## src/rtl/crc_serial_if.sv

```systemverilog
// Handshake and result bundle for crc_serial_engine; master = packet source, slave = engine.
interface crc_serial_if #(
  parameter int DATA_W = 8,
  parameter int CRC_W  = 16
);
  logic              in_valid;
  logic              in_ready;
  logic [DATA_W-1:0] in_data;
  logic              in_sop;
  logic              in_eop;
  logic              busy;
  logic              crc_valid;
  logic [CRC_W-1:0]  crc_out;
  logic [CRC_W-1:0]  crc_running;

  modport master (
    output in_valid, in_data, in_sop, in_eop,
    input  in_ready, busy, crc_valid, crc_out, crc_running
  );

  modport slave (
    input  in_valid, in_data, in_sop, in_eop,
    output in_ready, busy, crc_valid, crc_out, crc_running
  );
endinterface

```

## src/rtl/crc_serial_engine.sv

```systemverilog
// Bit-serial CRC engine: one data bit per clock into a CRC_W-bit LFSR, frames delimited by sop/eop.
// Optional CRC_SERIAL_REFLECT_EN: LSB-first data and bit-reversed crc_out (crc_running stays raw).
module crc_serial_engine #(
  parameter int               CRC_W   = 16,
  parameter int               DATA_W  = 8,
  parameter logic [CRC_W-1:0] POLY    = 16'h1021,
  parameter logic [CRC_W-1:0] INIT    = 16'hFFFF,
  parameter logic [CRC_W-1:0] XOR_OUT = 16'h0000
) (
  input  logic         clk,
  input  logic         rst_n,
  crc_serial_if.slave  bus
);
  localparam int CNT_W = (DATA_W > 1) ? $clog2(DATA_W) : 1;

  typedef enum logic [1:0] {IDLE, SHIFT, DONE} state_t;

  state_t            state_q;
  logic [CRC_W-1:0]  lfsr_q;
  logic [CRC_W-1:0]  crc_out_q;
  logic [DATA_W-1:0] shift_q;
  logic [CNT_W-1:0]  cnt_q;
  logic              eop_q;
  logic              in_ready_q;
  logic              busy_q;
  logic              crc_valid_q;

  logic              data_bit;
  logic              fb;
  logic              accept;
  logic [CRC_W-1:0]  lfsr_d;
  logic [CRC_W-1:0]  crc_final_d;
  logic [DATA_W-1:0] shift_d;

`ifdef CRC_SERIAL_REFLECT_EN
  logic [CRC_W-1:0] lfsr_rev_d;

  assign data_bit = shift_q[0];
  assign shift_d  = shift_q >> 1;
  for (genvar gi = 0; gi < CRC_W; gi++) begin : g_rev
    assign lfsr_rev_d[gi] = lfsr_d[CRC_W-1-gi];
  end
  assign crc_final_d = lfsr_rev_d ^ XOR_OUT;
`else
  assign data_bit    = shift_q[DATA_W-1];
  assign shift_d     = shift_q << 1;
  assign crc_final_d = lfsr_d ^ XOR_OUT;
`endif

  assign fb     = lfsr_q[CRC_W-1] ^ data_bit;
  assign lfsr_d = {lfsr_q[CRC_W-2:0], 1'b0} ^ (fb ? POLY : '0);
  assign accept = bus.in_valid & in_ready_q;

  // in_ready/busy are registered, so they come up one clock after reset release.
  always_ff @(posedge clk or negedge rst_n) begin
    if (!rst_n) begin
      state_q     <= IDLE;
      lfsr_q      <= INIT;
      crc_out_q   <= '0;
      shift_q     <= '0;
      cnt_q       <= '0;
      eop_q       <= 1'b0;
      in_ready_q  <= 1'b0;
      busy_q      <= 1'b0;
      crc_valid_q <= 1'b0;
    end else begin
      crc_valid_q <= 1'b0;
      case (state_q)
        IDLE: begin
          in_ready_q <= 1'b1;
          busy_q     <= 1'b0;
          if (accept) begin
            shift_q    <= bus.in_data;
            cnt_q      <= CNT_W'(DATA_W - 1);
            eop_q      <= bus.in_eop;
            if (bus.in_sop) lfsr_q <= INIT;
            state_q    <= SHIFT;
            in_ready_q <= 1'b0;
            busy_q     <= 1'b1;
          end
        end
        SHIFT: begin
          lfsr_q  <= lfsr_d;
          shift_q <= shift_d;
          cnt_q   <= cnt_q - 1'b1;
          if (cnt_q == '0) begin
            if (eop_q) begin
              state_q     <= DONE;
              crc_out_q   <= crc_final_d;
              crc_valid_q <= 1'b1;
            end else begin
              state_q    <= IDLE;
              in_ready_q <= 1'b1;
              busy_q     <= 1'b0;
            end
          end
        end
        DONE: begin
          state_q    <= IDLE;
          in_ready_q <= 1'b1;
          busy_q     <= 1'b0;
        end
        default: begin
          state_q    <= IDLE;
          in_ready_q <= 1'b0;
          busy_q     <= 1'b0;
        end
      endcase
    end
  end

  assign bus.in_ready    = in_ready_q;
  assign bus.busy        = busy_q;
  assign bus.crc_valid   = crc_valid_q;
  assign bus.crc_out     = crc_out_q;
  assign bus.crc_running = lfsr_q;
endmodule

```

## src/flat_wrapper.sv

```systemverilog
// flat-port wrapper written by rule: the top's interface ports become plain ports
module crc_serial_engine_flat 
#(
  parameter int               CRC_W   = 16,
  parameter int               DATA_W  = 8,
  parameter logic [CRC_W-1:0] POLY    = 16'h1021,
  parameter logic [CRC_W-1:0] INIT    = 16'hFFFF,
  parameter logic [CRC_W-1:0] XOR_OUT = 16'h0000
)
  (clk, rst_n, bus_in_valid, bus_in_data, bus_in_sop, bus_in_eop, bus_in_ready, bus_busy, bus_crc_valid, bus_crc_out, bus_crc_running);
  crc_serial_if #(.DATA_W(DATA_W), .CRC_W(CRC_W)) bus_i ();
  input  logic clk;
  input  logic rst_n;
  input wire logic [$bits(bus_i.in_valid)-1:0] bus_in_valid;
  input wire logic [$bits(bus_i.in_data)-1:0] bus_in_data;
  input wire logic [$bits(bus_i.in_sop)-1:0] bus_in_sop;
  input wire logic [$bits(bus_i.in_eop)-1:0] bus_in_eop;
  output wire logic [$bits(bus_i.in_ready)-1:0] bus_in_ready;
  output wire logic [$bits(bus_i.busy)-1:0] bus_busy;
  output wire logic [$bits(bus_i.crc_valid)-1:0] bus_crc_valid;
  output wire logic [$bits(bus_i.crc_out)-1:0] bus_crc_out;
  output wire logic [$bits(bus_i.crc_running)-1:0] bus_crc_running;
  assign bus_i.in_valid = bus_in_valid;
  assign bus_i.in_data = bus_in_data;
  assign bus_i.in_sop = bus_in_sop;
  assign bus_i.in_eop = bus_in_eop;
  assign bus_in_ready = bus_i.in_ready;
  assign bus_busy = bus_i.busy;
  assign bus_crc_valid = bus_i.crc_valid;
  assign bus_crc_out = bus_i.crc_out;
  assign bus_crc_running = bus_i.crc_running;
  crc_serial_engine #(.CRC_W(CRC_W), .DATA_W(DATA_W), .POLY(POLY), .INIT(INIT), .XOR_OUT(XOR_OUT)) u_core (.clk(clk), .rst_n(rst_n), .bus(bus_i));
endmodule
```

## config.mk

```make
export PLATFORM = sky130hd
export DESIGN_NAME = crc_serial_engine_flat
export DESIGN_NICKNAME = d
export VERILOG_FILES = /design/src/rtl/crc_serial_if.sv /design/src/rtl/crc_serial_engine.sv /design/src/flat_wrapper.sv
export SDC_FILE = /design/constraint.sdc
export NUM_CORES = 1
export LEC_CHECK = 0
export BUFFER_PORTS_ARGS = -buffer_cell sky130_fd_sc_hd__buf_4
export CORE_UTILIZATION = 54
export DETAILED_ROUTE_END_ITERATION = 10
export PLACE_DENSITY = 0.84
export SLEW_MARGIN = 5
export SYNTH_ARGS = -nofsm -noshare
export SYNTH_HDL_FRONTEND = slang
export SYNTH_SLANG_ARGS = --single-unit
```

## constraint.sdc

```tcl
create_clock -name clk -period 2 [get_ports clk]
set_input_delay 0.4 -clock clk [delete_from_list [all_inputs] [get_ports clk]]
set_output_delay 0.4 -clock clk [all_outputs]
set_load 0.02 [all_outputs]
```

==> out/qor.csv, run 1 <==
metric,value,unit
timing.hold.ws,106,ps
start_kind,flop,
setup_viol,0,
clk_path_buf_depth,2,
final_hold_viol_count,0,
tightest_slew,599,ps
intPower,3.05,mW
required,2190,ps
critPathArrivalTime,1900,ps
start_util,57.9,%
cellPowerDensity,1700,mW/mm²
drc,0,
timing.fmax,0.584,GHz
fin_total_pwr,4.79,mW
final_common_cell,buf_4,
hold_class,in -> async,
clock_latency,310,ps
grt_pass1_vias,1410,
drtIter0Drc,53,
dr_total_vias,1442,
seq_power_share,36.8,%
rsz0062_at_grt,false,
ir_drop,0.914,mV
detail_route.wl_per_cell,15.4,µm
synth_seq_cells,49,
status,"finished, final reports clean",
synth_fp_nets,208,
top_level_ports,48,
worst_slack,287,ps
grt_overflow_total,0,
drtAntennaViolNets,0,
layout_common_cells,"54 x buf_4, 33 x dfrtp_1, 32 x mux2_2",
final_area,0.00282,mm²
seq_area,0.00125,mm²
grt_pass1_wl,6.78,mm
die_x,68.4,µm
multi_input_area,953,µm²
grt_max_degree,50,
ctsHtreeMaxLevel,2,
core_region_area,0.00412,mm²
crit_fanout,11,
yosys_warnings,0,
route.detailed.vias_per_inst,5.21,
rows,23,
synth_edf_count,0,
antenna_found_initial,0,
syn-cell-area,0.00238,mm²
seq_area_frac_synth,52.3,%
final.min_clock_period,1710,ps
firstDrtPassIters,4,
diodes,0,
grt.total_usage,20.3,%
final_nets,246,
placed_area,0.00269,mm²
relSlewSlack,60.0,%
synth-main-ff-cell,dfrtp_1,
leakagePower,1.30,nW
netlist_instances,188,
skew,10.9,ps
hold_buffers,0,
regToRegStartpoint,u_core.state_q[0],
routed_wl,4.25,mm
switching_share,36.4,%
cts_made_buffers,5,
place_ws,314,ps
layout-drive-gt1-share,49.8,%
hpwlAfterDp,2.99,mm
worstReg2RegEnd,u_core.cnt_q[0],
dp_cells,269,
cts_setup_buffers,0,
cts_resized,0,
async_flop_share,100,%
die_h,68.4,µm
gp_congestion,0.793,
cts_tree,built,
crit_type,reg -> reg,
dieArea,0.00468,mm²
clockRootBuffer,clkbuf_8,
clk_pin_slew,90,ps
p_sw,1.74,mW
synth_area_per_cell,12.7,µm²
r2r_setup_slack,290,ps
ys_types,34,
fin_util,68.5,%
max-cap-violations,0,
port_buffers,47,
fin_cells,277,
p_comb_share,46.0,%
period_share,85.7,%
crit_path_end_kind,flop,
clockPowerShare,17.2,%
tns,0,ps
reg2reg_depth,5,
finalMaxSlewViolations,0,
fill_cells,300,
area_delta_synth_final,18.3,%
clock-sinks,49,
## cells by family after synthesis
group / count (synthesis) / synth area share (%)
xor gates and xnor gates: 3 / 2.26
AOI/OAI and AO/OA: 19 / 5.25
muxes: 42 / 19.3
and+or+nand+nor: 40 / 9.50
adders and majority gates: 7 / 3.67
DFF: 49 / 52.3
buffers and inverters: 28 / 7.72
## worst max-delay path by stage
stage / startpoint / to / slack, ps / cells past startpoint
after floorplan: u_core.state_q[0] / u_core.bus.crc_running[0] / 380 / 6
after global placement: u_core.state_q[0] / u_core.bus.crc_running[12] / 360 / 6
after detailed placement: u_core.state_q[0] / u_core.bus.crc_running[3] / 310 / 6
after CTS: u_core.state_q[0] / u_core.cnt_q[0] / 280 / 5
after global routing: u_core.state_q[1] / u_core.shift_q[7] / 180 / 6
final: u_core.state_q[0] / u_core.cnt_q[0] / 290 / 5
## registers in the layout, summed over array words and instances, names as in the netlist
register                cells
u_core.bus.crc_out         16
u_core.bus.crc_running     16
u_core.shift_q              8
u_core.cnt_q                3
u_core.state_q              2
u_core.bus.busy             1
u_core.bus.crc_valid        1
u_core.bus.in_ready         1
u_core.eop_q                1
## critical path: stages (launching register included)
cell,delay [ps]
dfrtp_1,440
ha_1,230
buf_4,190
nor2b_1,150
or2_1,340
o22a_1,250
## layer usage
metal | share of wire (%) | vias to the layer above | GRT usage, %
li1 | - | 705 | -
met1 | 46 | 701 | 26.2
met2 | 49 | 30 | 32.7
met3 | 3.4 | 6 | 5.00
met4 | 1.6 | 0 | 7.81
met5 | 0 | - | 0
## final cells by class
cell class	count	share of cell area [%]
Clock buffer	5	2.44
Clock inverter	3	2.31
Inverter	5	0.665
Multi-Input combinational cell	111	33.8
Sequential cell	49	44.2
Tap cell	50	2.22
Timing Repair Buffer	54	14.4
## synthesized netlist by cell type, drive strengths merged, types with 2 or more instances
cell type  count  area, µm²
o21ai          5       25.0
and3           2       12.5
a21oi          8       40.0
buf           18        135
nand2          8       30.0
nor3           9       45.0
dfstp         16        420
mux2          32        360
xnor3          2       45.0
dfrtp         33        826
mux2i         10        100
ha             7       87.6
clkbuf         5       30.0
inv            5       18.8
nor2           2       15.0
nand2b        14       87.6
## power groups by stage
| stage | registers (mW) | clock network, mW | logic, mW |
|---|---|---|---|
| finish | 1.76 | 0.822 | 2.20 |
| global route | 1.83 | 0.882 | 2.38 |
| CTS | 1.77 | 0.837 | 2.22 |
| detailed placement | 1.78 | 0 | 2.20 |
| global placement | 1.76 | 0 | 2.14 |
| floorplan | 1.90 | 0 | 1.49 |
Note: power is estimated with default switching activity, not from simulation.
==> run 2, diff against run 1 <==
Settings changed: ABC_AREA set to 1.
==> out/qor.csv, run 2 <==
metric,value,unit,change
status,"finished, final reports clean",,
placed_area,0.00261,mm²,-2.9%
grt_max_degree,50,,unchanged
synth-main-ff-cell,dfrtp_1,,
cts_made_buffers,5,,unchanged
clk_pin_slew,90,ps,about the same
skew,10.8,ps,-0.173 ps
crit_type,reg -> reg,,
die_x,67.9,µm,-0.82%
routed_wl,4.42,mm,+3.9%
netlist_instances,276,,+47%
synth_area_per_cell,8.49,µm²,-33%
final_nets,331,,+35%
cellPowerDensity,1600,mW/mm²,-5.5%
timing.hold.ws,99.2,ps,-6.78 ps
synth_seq_cells,49,,unchanged
fin_util,66.0,%,-2.5 points
start_util,57.3,%,-0.57 points
seq_area_frac_synth,53.2,%,+0.89 points
final_common_cell,nand2_1,,
synth_edf_count,0,,unchanged
synthTopCellsByCount,"86 x nand2_1, 49 x nor2_1, 33 x dfrtp_1",,
clock-sinks,49,,unchanged
drc,0,,unchanged
fill_cells,352,,+17%
netlist.area_leader.share,35.2,%,+0.59 points
seq_power_share,39.7,%,+2.9 points
area_delta_synth_final,15.2,%,
multi_input_area,838,µm²,-12%
die_h,67.9,µm,-0.82%
gp_congestion,0.775,,-2.3%
synth_fp_nets,296,,+42%
seq_area,0.00125,mm²,unchanged
cts_tree,built,,
detail_route.wl_per_cell,12.2,µm,-20%
grt_pass1_wl,7.38,mm,+8.8%
rsz0062_at_grt,false,,
intPower,2.44,mW,-20%
cts_setup_buffers,0,,unchanged
tns,0,ps,unchanged
final.min_clock_period,1620,ps,-92.2 ps
core_region_area,0.00409,mm²,-0.70%
drtIter0Drc,121,,+130%
top_level_ports,48,,unchanged
async_flop_share,100,%,unchanged
clockRootBuffer,clkbuf_8,,
synthTopCellsByArea,"dfrtp_1 35%, dfstp_2 18%, nand2_1 14%",,
setup_viol,0,,unchanged
grt_pass1_vias,1687,,+20%
syn-cell-area,0.00234,mm²,-1.7%
grt_overflow_total,0,,unchanged
p_comb_share,46.9,%,+0.9 points
clock_latency,300,ps,about the same
grt.total_usage,21.8,%,+1.4 points
max-cap-violations,0,,unchanged
antenna_found_initial,0,,unchanged
route.detailed.vias_per_inst,4.92,,-5.5%
yosys_warnings,0,,unchanged
post-synth-top-count-cell,nand2_1,,
timing.fmax,0.617,GHz,+5.7%
ir_drop,0.746,mV,-18%
p_sw,1.89,mW,+8.5%
drtAntennaViolNets,0,,unchanged
required,2240,ps,+50 ps
dieArea,0.00461,mm²,-1.6%
firstDrtPassIters,4,,unchanged
hold_class,in -> async,,
finalMaxSlewViolations,0,,unchanged
cts_resized,0,,unchanged
diodes,0,,unchanged
crit_path_end_kind,flop,,
period_share,81.0,%,-4.6 points
critPathArrivalTime,1860,ps,-40 ps
clockPowerShare,13.4,%,-3.8 points
layout_common_cells,"86 x nand2_1, 49 x nor2_1, 48 x buf_4",,
yosys.area.top_type,dfrtp_1,,
hpwlAfterDp,3.08,mm,+3.3%
ctsHtreeMaxLevel,2,,unchanged
tightest_slew,604,ps,+4.90 ps
final_hold_viol_count,0,,unchanged
relSlewSlack,59.7,%,-0.33 points
leakagePower,1.38,nW,+5.7%
switching_share,43.7,%,+7.3 points
dr_total_vias,1781,,+24%
hold_buffers,0,,unchanged
final_area,0.00270,mm²,-4.3%
ys_types,24,,-29%
clk_path_buf_depth,2,,unchanged
port_buffers,47,,unchanged
rows,23,,unchanged
crit_fanout,17,,+6
layout-drive-gt1-share,26.6,%,-23 points
start_kind,flop,,
-- run 2: changes by cell type after synthesis, moves of 7 or more --
cell	change
o21ai_0	+11
mux2i_1	-10
o21ai_1	+7
nand2b_1	-14
nand2_1	+78
mux2_2	-32
nor2_1	+48
nor3_1	-8
inv_1	+18
-- run 2: layout make-up --
type                       count  area share, %
multi-input combinational    181           31.1
timing repair buffer          48           13.4
inverter                      26           3.76
clock buffer                   5           2.55
tap                           50           2.32
clock inverter                 3          0.788
sequential                    49           46.2
-- run 2: kinds of logic after synthesis --
group | count (synthesis) | share of synthesized area (%)
AOI/OAI and AO/OA | 26 | 5.71
adders and majority gates | 7 | 3.74
and+or+nand+nor | 148 | 26.3
buffers and inverters | 46 | 11.1
DFF | 49 | 53.2
-- run 2: power by group through the flow --
stage | sequential (mW) | combinational [mW] | clock (mW)
2_1_floorplan | 1.88 | 1.34 | 0
3_3_place_gp | 1.72 | 1.97 | 0
3_5_place_dp | 1.73 | 2.04 | 0
4_1_cts | 1.72 | 2.06 | 0.597
5_1_grt | 1.77 | 2.29 | 0.635
6_report | 1.72 | 2.03 | 0.580
-- run 2: worst paths after layout --
| path | startpoint | endpoint | slack, ps | cells past startpoint |
|---|---|---|---|---|
| max in group asynchronous | rst_n | u_core.state_q[0] | 1490 | 1 |
| worst min-delay path | rst_n | u_core.bus.crc_out[8] | 100 | 1 |
| worst min register to register | u_core.bus.crc_out[4] | u_core.bus.crc_out[4] | 500 | 2 |
| worst max register to register | u_core.state_q[1] | u_core.state_q[1] | 380 | 6 |
| min in group clk | bus_in_data[0] | u_core.shift_q[0] | 340 | 3 |
| worst max-delay path | u_core.state_q[1] | u_core.state_q[1] | 380 | 6 |
-- run 2: layer usage --
layer  vias up  share of wire, %  track usage [%]
met5         -                 0                0
met4         0               1.3             7.81
met3         5               3.8             4.33
met2        38                50             36.6
met1       842                45             27.8
li1        896                 -                -
-- run 2: critical path, stage by stage, from the launching register on --
cell      delay (ps)
dfrtp_1          400
inv_1            130
ha_1             340
nand3_4          250
clkinv_2         260
nand2_1           90
nand2_1           80
-- run 2: stage by stage --
stage	power [mW]	cells	setup slack, ps
after floorplan	3.23	276	689
after global placement	3.70	354	499
after detailed placement	3.78	354	384
after CTS	4.37	362	361
after global routing	4.70	362	261
final	4.33	362	379
